`src/rtl/note_sprite_blitter.sv`:
```
// Note sprite blitter: walks a SPR_W x SPR_H ROM sprite and emits clipped framebuffer writes.
// Optional macro BLIT_OPAQUE_EN: write every unclipped pixel (0 pixels clear to background).
`timescale 1ns/1ps
module note_sprite_blitter #(
   parameter int unsigned SPR_W    = 40,
   parameter int unsigned SPR_H    = 45,
   parameter int unsigned ROM_LAT  = 2,
   parameter int unsigned SCREEN_W = 640,
   parameter int unsigned SCREEN_H = 480
) (
   input  logic        clk,
   input  logic        reset_n,
   input  logic        start_valid,
   output logic        start_ready,
   input  logic [9:0]  x0,
   input  logic [8:0]  y0,
   input  logic [5:0]  note_type,
   output logic [14:0] rom_addr,
   output logic [5:0]  rom_note_type,
   input  logic        rom_pixel,
   output logic        fb_we,
   output logic [9:0]  fb_x,
   output logic [8:0]  fb_y,
   output logic        fb_data,
   output logic        done
);
   localparam int unsigned ColW = $clog2(SPR_W);
   localparam int unsigned RowW = $clog2(SPR_H);
   localparam int unsigned CntW = (ROM_LAT > 1) ? $clog2(ROM_LAT) : 1;
   localparam logic [14:0] LastAddr = 15'(SPR_W * SPR_H - 1);

   typedef enum logic [1:0] {StIdle, StIssue, StDrain, StDone} state_e;

   state_e                         state_q, state_d;
   logic [9:0]                     x0_q, x0_d;
   logic [8:0]                     y0_q, y0_d;
   logic [5:0]                     note_q, note_d;
   logic [14:0]                    addr_q, addr_d;
   logic [ColW-1:0]                col_q, col_d;
   logic [RowW-1:0]                row_q, row_d;
   logic [CntW-1:0]                drain_q, drain_d;
   logic [ROM_LAT-1:0]             dl_valid_q, dl_valid_d;
   logic [ROM_LAT-1:0][ColW-1:0]   dl_col_q, dl_col_d;
   logic [ROM_LAT-1:0][RowW-1:0]   dl_row_q, dl_row_d;
   logic                           xfer;
   logic                           last_addr;
   logic [10:0]                    sum_x;
   logic [9:0]                     sum_y;
   logic                           clipped;

   assign xfer      = (state_q == StIdle) && start_valid;
   assign last_addr = (addr_q == LastAddr);

   always_ff @(posedge clk) begin
      if (!reset_n) begin
         state_q <= StIdle;
      end else begin
         state_q <= state_d;
      end
   end

   always_comb begin
      state_d = state_q;
      unique case (state_q)
         StIdle:  if (start_valid) state_d = StIssue;
         StIssue: if (last_addr) state_d = StDrain;
         StDrain: if (drain_q == CntW'(ROM_LAT - 1)) state_d = StDone;
         StDone:  state_d = StIdle;
         default: state_d = StIdle;
      endcase
   end

   always_comb begin
      x0_d    = x0_q;
      y0_d    = y0_q;
      note_d  = note_q;
      addr_d  = addr_q;
      col_d   = col_q;
      row_d   = row_q;
      drain_d = '0;
      if (xfer) begin
         x0_d   = x0;
         y0_d   = y0;
         note_d = note_type;
         addr_d = '0;
         col_d  = '0;
         row_d  = '0;
      end else if (state_q == StIssue && !last_addr) begin
         addr_d = addr_q + 15'd1;
         if (col_q == ColW'(SPR_W - 1)) begin
            col_d = '0;
            row_d = row_q + RowW'(1);
         end else begin
            col_d = col_q + ColW'(1);
         end
      end else if (state_q == StDrain) begin
         drain_d = drain_q + CntW'(1);
      end
      // Coordinates ride alongside the ROM so they line up with rom_pixel.
      dl_valid_d[0] = (state_q == StIssue);
      dl_col_d[0]   = col_q;
      dl_row_d[0]   = row_q;
      for (int unsigned i = 1; i < ROM_LAT; i++) begin
         dl_valid_d[i] = dl_valid_q[i-1];
         dl_col_d[i]   = dl_col_q[i-1];
         dl_row_d[i]   = dl_row_q[i-1];
      end
   end

   always_ff @(posedge clk) begin
      if (!reset_n) begin
         x0_q       <= '0;
         y0_q       <= '0;
         note_q     <= '0;
         addr_q     <= '0;
         col_q      <= '0;
         row_q      <= '0;
         drain_q    <= '0;
         dl_valid_q <= '0;
         dl_col_q   <= '0;
         dl_row_q   <= '0;
      end else begin
         x0_q       <= x0_d;
         y0_q       <= y0_d;
         note_q     <= note_d;
         addr_q     <= addr_d;
         col_q      <= col_d;
         row_q      <= row_d;
         drain_q    <= drain_d;
         dl_valid_q <= dl_valid_d;
         dl_col_q   <= dl_col_d;
         dl_row_q   <= dl_row_d;
      end
   end

   // Sums are one bit wider than the outputs so off-screen positions cannot wrap back on.
   assign sum_x   = {1'b0, x0_q} + 11'(dl_col_q[ROM_LAT-1]);
   assign sum_y   = {1'b0, y0_q} + 10'(dl_row_q[ROM_LAT-1]);
   assign clipped = (sum_x >= 11'(SCREEN_W)) || (sum_y >= 10'(SCREEN_H));

   always_comb begin
      start_ready   = (state_q == StIdle);
      done          = (state_q == StDone);
      rom_addr      = addr_q;
      rom_note_type = note_q;
      fb_x          = sum_x[9:0];
      fb_y          = sum_y[8:0];
`ifdef BLIT_OPAQUE_EN
      fb_we         = dl_valid_q[ROM_LAT-1] && !clipped;
      fb_data       = dl_valid_q[ROM_LAT-1] && rom_pixel;
`else
      fb_we         = dl_valid_q[ROM_LAT-1] && rom_pixel && !clipped;
      fb_data       = fb_we;
`endif
   end

endmodule
```
`config.mk`:
```
export PLATFORM = sky130hd
export DESIGN_NAME = note_sprite_blitter
export DESIGN_NICKNAME = d
export VERILOG_FILES = /design/src/rtl/note_sprite_blitter.sv
export SDC_FILE = /design/constraint.sdc
export NUM_CORES = 1
export LEC_CHECK = 0
export ABC_CLOCK_PERIOD_IN_PS = 6400
export CAP_MARGIN = 20
export CORE_MARGIN = 3
export CORE_UTILIZATION = 40
export DETAILED_ROUTE_END_ITERATION = 8
export GPL_ROUTABILITY_DRIVEN = 0
export MAX_ROUTING_LAYER = met4
export PLACE_DENSITY = 0.74
export REMOVE_ABC_BUFFERS = 1
export SYNTH_ARGS = -nofsm -noshare
export SYNTH_HDL_FRONTEND = slang
export SYNTH_SLANG_ARGS = --single-unit
export TNS_END_PERCENT = 50
```
`constraint.sdc`:
```
create_clock -name clk -period 6.4 [get_ports clk]
set_input_delay 0.64 -clock clk [delete_from_list [all_inputs] [get_ports clk]]
set_output_delay 0.64 -clock clk [all_outputs]
set_load 0.1 [all_outputs]
```
=== Word-level counts from Yosys, hierarchy flattened ===
Cells that the tools add are included.

* Bitwise gates (word level): 2
* Add/sub/neg operators: 6
* Eq/ne operators: 8
* Multiplexer cells: 5
* Order comparisons: 2
* Reduce and logical (&&, ||, !) cells: 12

{| class="wikitable"
|+ Operators by type and width
! operator !! count
|-
| 15-bit by 1-bit adder with 15-bit output, second input constant || 1
|-
| 15-bit by 11-bit == test with 1-bit output, second input constant || 1
|-
| 6-bit by 1-bit adder with 6-bit output, second input constant || 2
|-
| 10-bit by 6-bit adder with 11-bit output || 1
|-
| 11-bit by 10-bit greater-or-equal comparator with 1-bit output, second input constant || 1
|-
| 9-bit by 6-bit adder with 10-bit output || 1
|-
| 10-bit by 9-bit greater-or-equal comparator with 1-bit output, second input constant || 1
|-
| 2-bit one-hot mux with 4 select lines || 1
|-
| 6-bit == test, second input constant || 1
|-
| 2-bit 2-to-1 mux || 3
|-
| 6-bit 2-to-1 mux || 1
|-
| 2-bit == test, second input constant || 2
|-
| 1-bit logical AND || 4
|-
| 2-bit inequality test, second input constant || 2
|-
| 4-bit OR reduction || 1
|-
| 3-bit AND reduction || 1
|-
| 2-bit by 1-bit == test with 1-bit output, second input constant || 1
|-
| 1-bit zero test || 2
|-
| 2-bit zero test || 1
|-
| 2-bit by 1-bit inequality test with 1-bit output, second input constant || 1
|-
| 1-bit NOT || 2
|-
| 2-bit AND reduction || 1
|-
| 2-bit OR reduction || 1
|-
| 1-bit adder, second input constant || 1
|-
| 1-bit logical OR || 1
|}

* Word-level logic and storage cells: 48
* Input bits: 29
* Bits in registers: 81
* Output and inout port bits: 44

=== Logic depth before layout (Yosys ltp) ===
* Depth in word-level cells: 5
* Gate-level depth with buffers: 10
* Gate-level depth less buffers: 9

=== Worst setup path before layout ===
No wires, ideal clock.

* Kind: register -> output
* From: reg y0_q[0]
* To: out fb_y[4]
* Arrival time: 3303 ps
* Setup slack: 2457 ps
* Required time: 5760 ps
* Stages on the path, launching flop included: 7
* Path buffers: 0
* Path through: dfxtp_1 > ha_1 > inv_1 > fa_1 > nor2b_1 > o21ai_0 > a21boi_0

* Cells in the longest elaborated chain, start to end: 1

{| class="wikitable"
|+ Ends and longest elaborated chain
! element !! RTL line !! source
|-
| from (decl) || 36 || <nowiki>logic [8:0] y0_q, y0_d;</nowiki>
|-
| from (signal assigned) || 124 || <nowiki>y0_q <= y0_d;</nowiki>
|-
| 9-bit by 6-bit adder with 10-bit output || 138 || <nowiki>assign sum_y = {1'b0, y0_q} + 10'(dl_row_q[ROM_LAT-1]);</nowiki>
|-
| to (decl) || 23 || <nowiki>output logic [8:0] fb_y,</nowiki>
|}

No other way between the ends.

=== Final worst setup path ===
* From: reg x0_q[0]
* To: out fb_data

* Cells in the longest elaborated chain, start to end: 5

{| class="wikitable"
|+ Ends and longest elaborated chain
! element !! RTL line !! source
|-
| from (decl) || 35 || <nowiki>logic [9:0] x0_q, x0_d;</nowiki>
|-
| from (signal assigned) || 112 || <nowiki>x0_q <= '0;</nowiki>
|-
| from (signal assigned) || 123 || <nowiki>x0_q <= x0_d;</nowiki>
|-
| 10-bit by 6-bit adder with 11-bit output || 137 || <nowiki>assign sum_x = {1'b0, x0_q} + 11'(dl_col_q[ROM_LAT-1]);</nowiki>
|-
| 11-bit by 10-bit greater-or-equal comparator with 1-bit output || 139 || <nowiki>assign clipped = (sum_x >= 11'(SCREEN_W)) || (sum_y >= 10'(SCREEN_H));</nowiki>
|-
| 1-bit logical OR || 139 ||
|-
| 1-bit zero test || 152 || <nowiki>fb_we = dl_valid_q[ROM_LAT-1] && rom_pixel && !clipped;</nowiki>
|-
| 1-bit logical AND || 152 ||
|-
| to (decl) || 24 || <nowiki>output logic fb_data,</nowiki>
|}

No other way between the ends.

==> impl_metrics.ini <==
[grt]
grt_start_max_net_pins = 55
grt_pass1_vias = 2836
grt_pass1_wl_um = 12620
antenna_found_initial = 0
grt_overflow = 0
grt_usage = 0.1561

[sta]
fmax_mhz = 241.1
finalCritPeriodShare = 0.6480
slew_viol_final = 0
finClkSkew_ns = 0.007170
rsz0062_at_grt = no
tns_ns = 0
worstMarginPinSlew_ns = 0.9787
hold_viol = 0
finalSetupViolations = 0
whs_ns = 0.4291
relSlewSlack = 0.3455
fin_crit_ns = 4.147

[floorplan]
core.rowCount = 34
ios = 73
design.die.area_mm2 = 0.01033
start_util = 0.4153
fp.coreArea_mm2 = 0.008806
die_h_um = 101.6
die_w_um = 101.6

[detailed_routing]
drt-pass1-iter-count = 4
wl_um = 7443
drtIter0Drc = 76
via_count = 2875
drc = 0
ant_nets = 0
wl_per_cell_um = 12.62
post_drt_via_cell_ratio = 4.873

[placement]
hpwl_um = 5262
io_buffer_count = 72

[clock_network]
postCtsSetupBuffers = 0
cts_root_buffer = clkbuf_8
cts_buffer_depth = 2
cts.sinks = 81
holdBufCountCts = 0
cts_tree = yes
cts_resized = 0
h-tree-depth = 3
insertion_delay_ns = 0.33
cts_inserted_buffers = 9
path_clk_slew_ns = 0.08

[synthesis]
yosysUniqueCellTypes = 44
synth_seq_cells = 81
synth_flop_cell = dfxtp_1
async_flop_share = 0
ys_warn_count = 0
syn_area_per_cell_um2 = 8.942
netlist_area_mm2 = 0.003657
synth_seq_area_share = 0.4434
synthCells = 409
synth_edf_count = 0

[final_layout]
multi_input_area_mm2 = 0.001922
fin_nets = 527
seqCellArea_mm2 = 0.001622
layout-area-overhead-vs-synth_pct = 28.12
num_antenna_cells = 0
post-route-util = 0.5321
drive_gt1_frac = 0.04979
fillers = 816

[run]
drv_cap = 0

[worst_setup_path]
cp-start-kind = flip-flop
endpoint_kind = output pin
cp.arrival_ns = 3.51
required_ns = 5.76
worst-path-max-fanout = 3
crit_type = reg2out

[power]
comb_power_share = 0.368
clockPowerShare = 0.262
power.switching_mw = 0.6407
ir_drop_mv = 0.1901
leakage_nw = 1.797
seqPwrFrac = 0.369
p_sw_frac = 0.4049
p_per_area_mw_per_mm2 = 337.7
power.internal_mw = 0.9419

[worst_hold_path]
hold_class = reg2reg

[outcome]
status = finished clean
==> path summary, 6_finish.rpt <==
kind / from / to / slack (ns) / cells past startpoint
max: x0_q[0] / fb_data / 2.25 / 10
min: dl_col_d[11] / dl_col_q[11] / 0.43 / 1
max reg2reg: state_q[0] / col_q[0] / 3.54 / 6
min reg2reg: dl_col_d[11] / dl_col_q[11] / 0.43 / 1
==> through the flow <==
stage / worst slack (ns) / cell area [um2] / total power, mW / std cells
6_report: 2.253 / 4686 / 1.583 / 590
5_1_grt: 2.025 / 4686 / 1.662 / 590
4_1_cts: 2.214 / 4686 / 1.605 / 590
3_5_place_dp: 2.591 / 4456 / 1.186 / 574
3_3_place_gp: 2.708 / 4456 / 1.176 / 574
2_1_floorplan: 2.457 / 3592 / 1.035 / 393
==> sequential cells by signal, indices dropped and copies added, names as in the netlist, 6 cells and up <==
name,cells
rom_note_type,6
rom_addr,15
x0_q,10
row_q,6
dl_col_q,6
dl_row_d,6
dl_col_d,6
y0_q,9
dl_row_q,6
col_q,6
==> cells in the final DEF (no fill, tap or decap), types with 4 or more instances in the layout <==
cell type | netlist | routed
clkdlybuf4s50_1 | 0 | 72
dfxtp_1 | 81 | 81
ha_1 | 19 | 19
nor2_1 | 35 | 35
clkbuf_8 | 0 | 11
o21ai_0 | 10 | 10
nand4_1 | 4 | 4
xnor2_1 | 18 | 18
and2_1 | 28 | 28
a21boi_0 | 26 | 26
inv_1 | 13 | 13
a21oi_1 | 13 | 13
nor2b_1 | 5 | 5
nor3_1 | 4 | 4
nand2_1 | 68 | 68
xor2_1 | 17 | 17
nand3_1 | 13 | 13
==> critical path, cell delays in order, from the launching register on <==
cell	delay (ns)
dfxtp_1	0.33
ha_1	0.23
inv_1	0.08
fa_1	0.21
nor2b_1	0.07
o31a_1	0.27
or2_2	0.30
a2111oi_0	0.41
o21bai_1	0.12
o2111a_1	0.18
clkdlybuf4s50_1	0.98
==> final cells by class <==
| cell class | instances | share of cell area |
|---|---|---|
| repair buffers | 73 | 0.1554 |
| inverters | 13 | 0.01041 |
| clock buffers | 12 | 0.03311 |
| multi-input cells | 299 | 0.4101 |
| flip-flops and latches | 81 | 0.3461 |
| clock inverters | 4 | 0.01602 |
| well taps | 108 | 0.02884 |
==> power by group through the flow <==
stage               Sequential [mW]  Combinational [mW]  Clock, mW
floorplan                     0.653               0.382          0
global placement              0.593               0.583          0
detailed placement            0.596               0.590          0
CTS                           0.584               0.592      0.428
global route                  0.591               0.624      0.447
finish                        0.585               0.583      0.415
==> cell usage after synthesis, types with 3 or more instances <==
cell | instances | area (um2)
and3_1 | 3 | 18.77
o21ai_0 | 10 | 50.05
clkbuf_1 | 14 | 52.55
xor2_1 | 17 | 148.9
dfxtp_1 | 81 | 1622
xnor2_1 | 18 | 157.7
ha_1 | 19 | 237.7
nor3_1 | 4 | 20.02
nor2b_1 | 5 | 31.28
nor2_1 | 35 | 131.4
a21oi_1 | 13 | 65.06
nand3_1 | 13 | 65.06
nand4_1 | 4 | 25.02
a21boi_0 | 26 | 195.2
inv_1 | 13 | 48.80
and2_1 | 28 | 175.2
or3_1 | 3 | 18.77
nand2_1 | 68 | 255.2
==> cell families after synthesis <==
kind of cell	Yosys count	synth area share
simple gates	175	0.2326
compound gates	66	0.1276
xor+xnor	35	0.08382
mux	2	0.005474
buf+inv	29	0.03113
flops	81	0.4434
fa+ha+maj	21	0.07595
==> layer usage <==
layer,up-vias,track usage,routed length (um)
met4,0,0.04192,62
met5,-,-,0
met1,1309,0.1850,3465
li1,1485,-,-
met3,8,0.03375,355
met2,73,0.2676,3559
(Power assumes the default switching activity.)
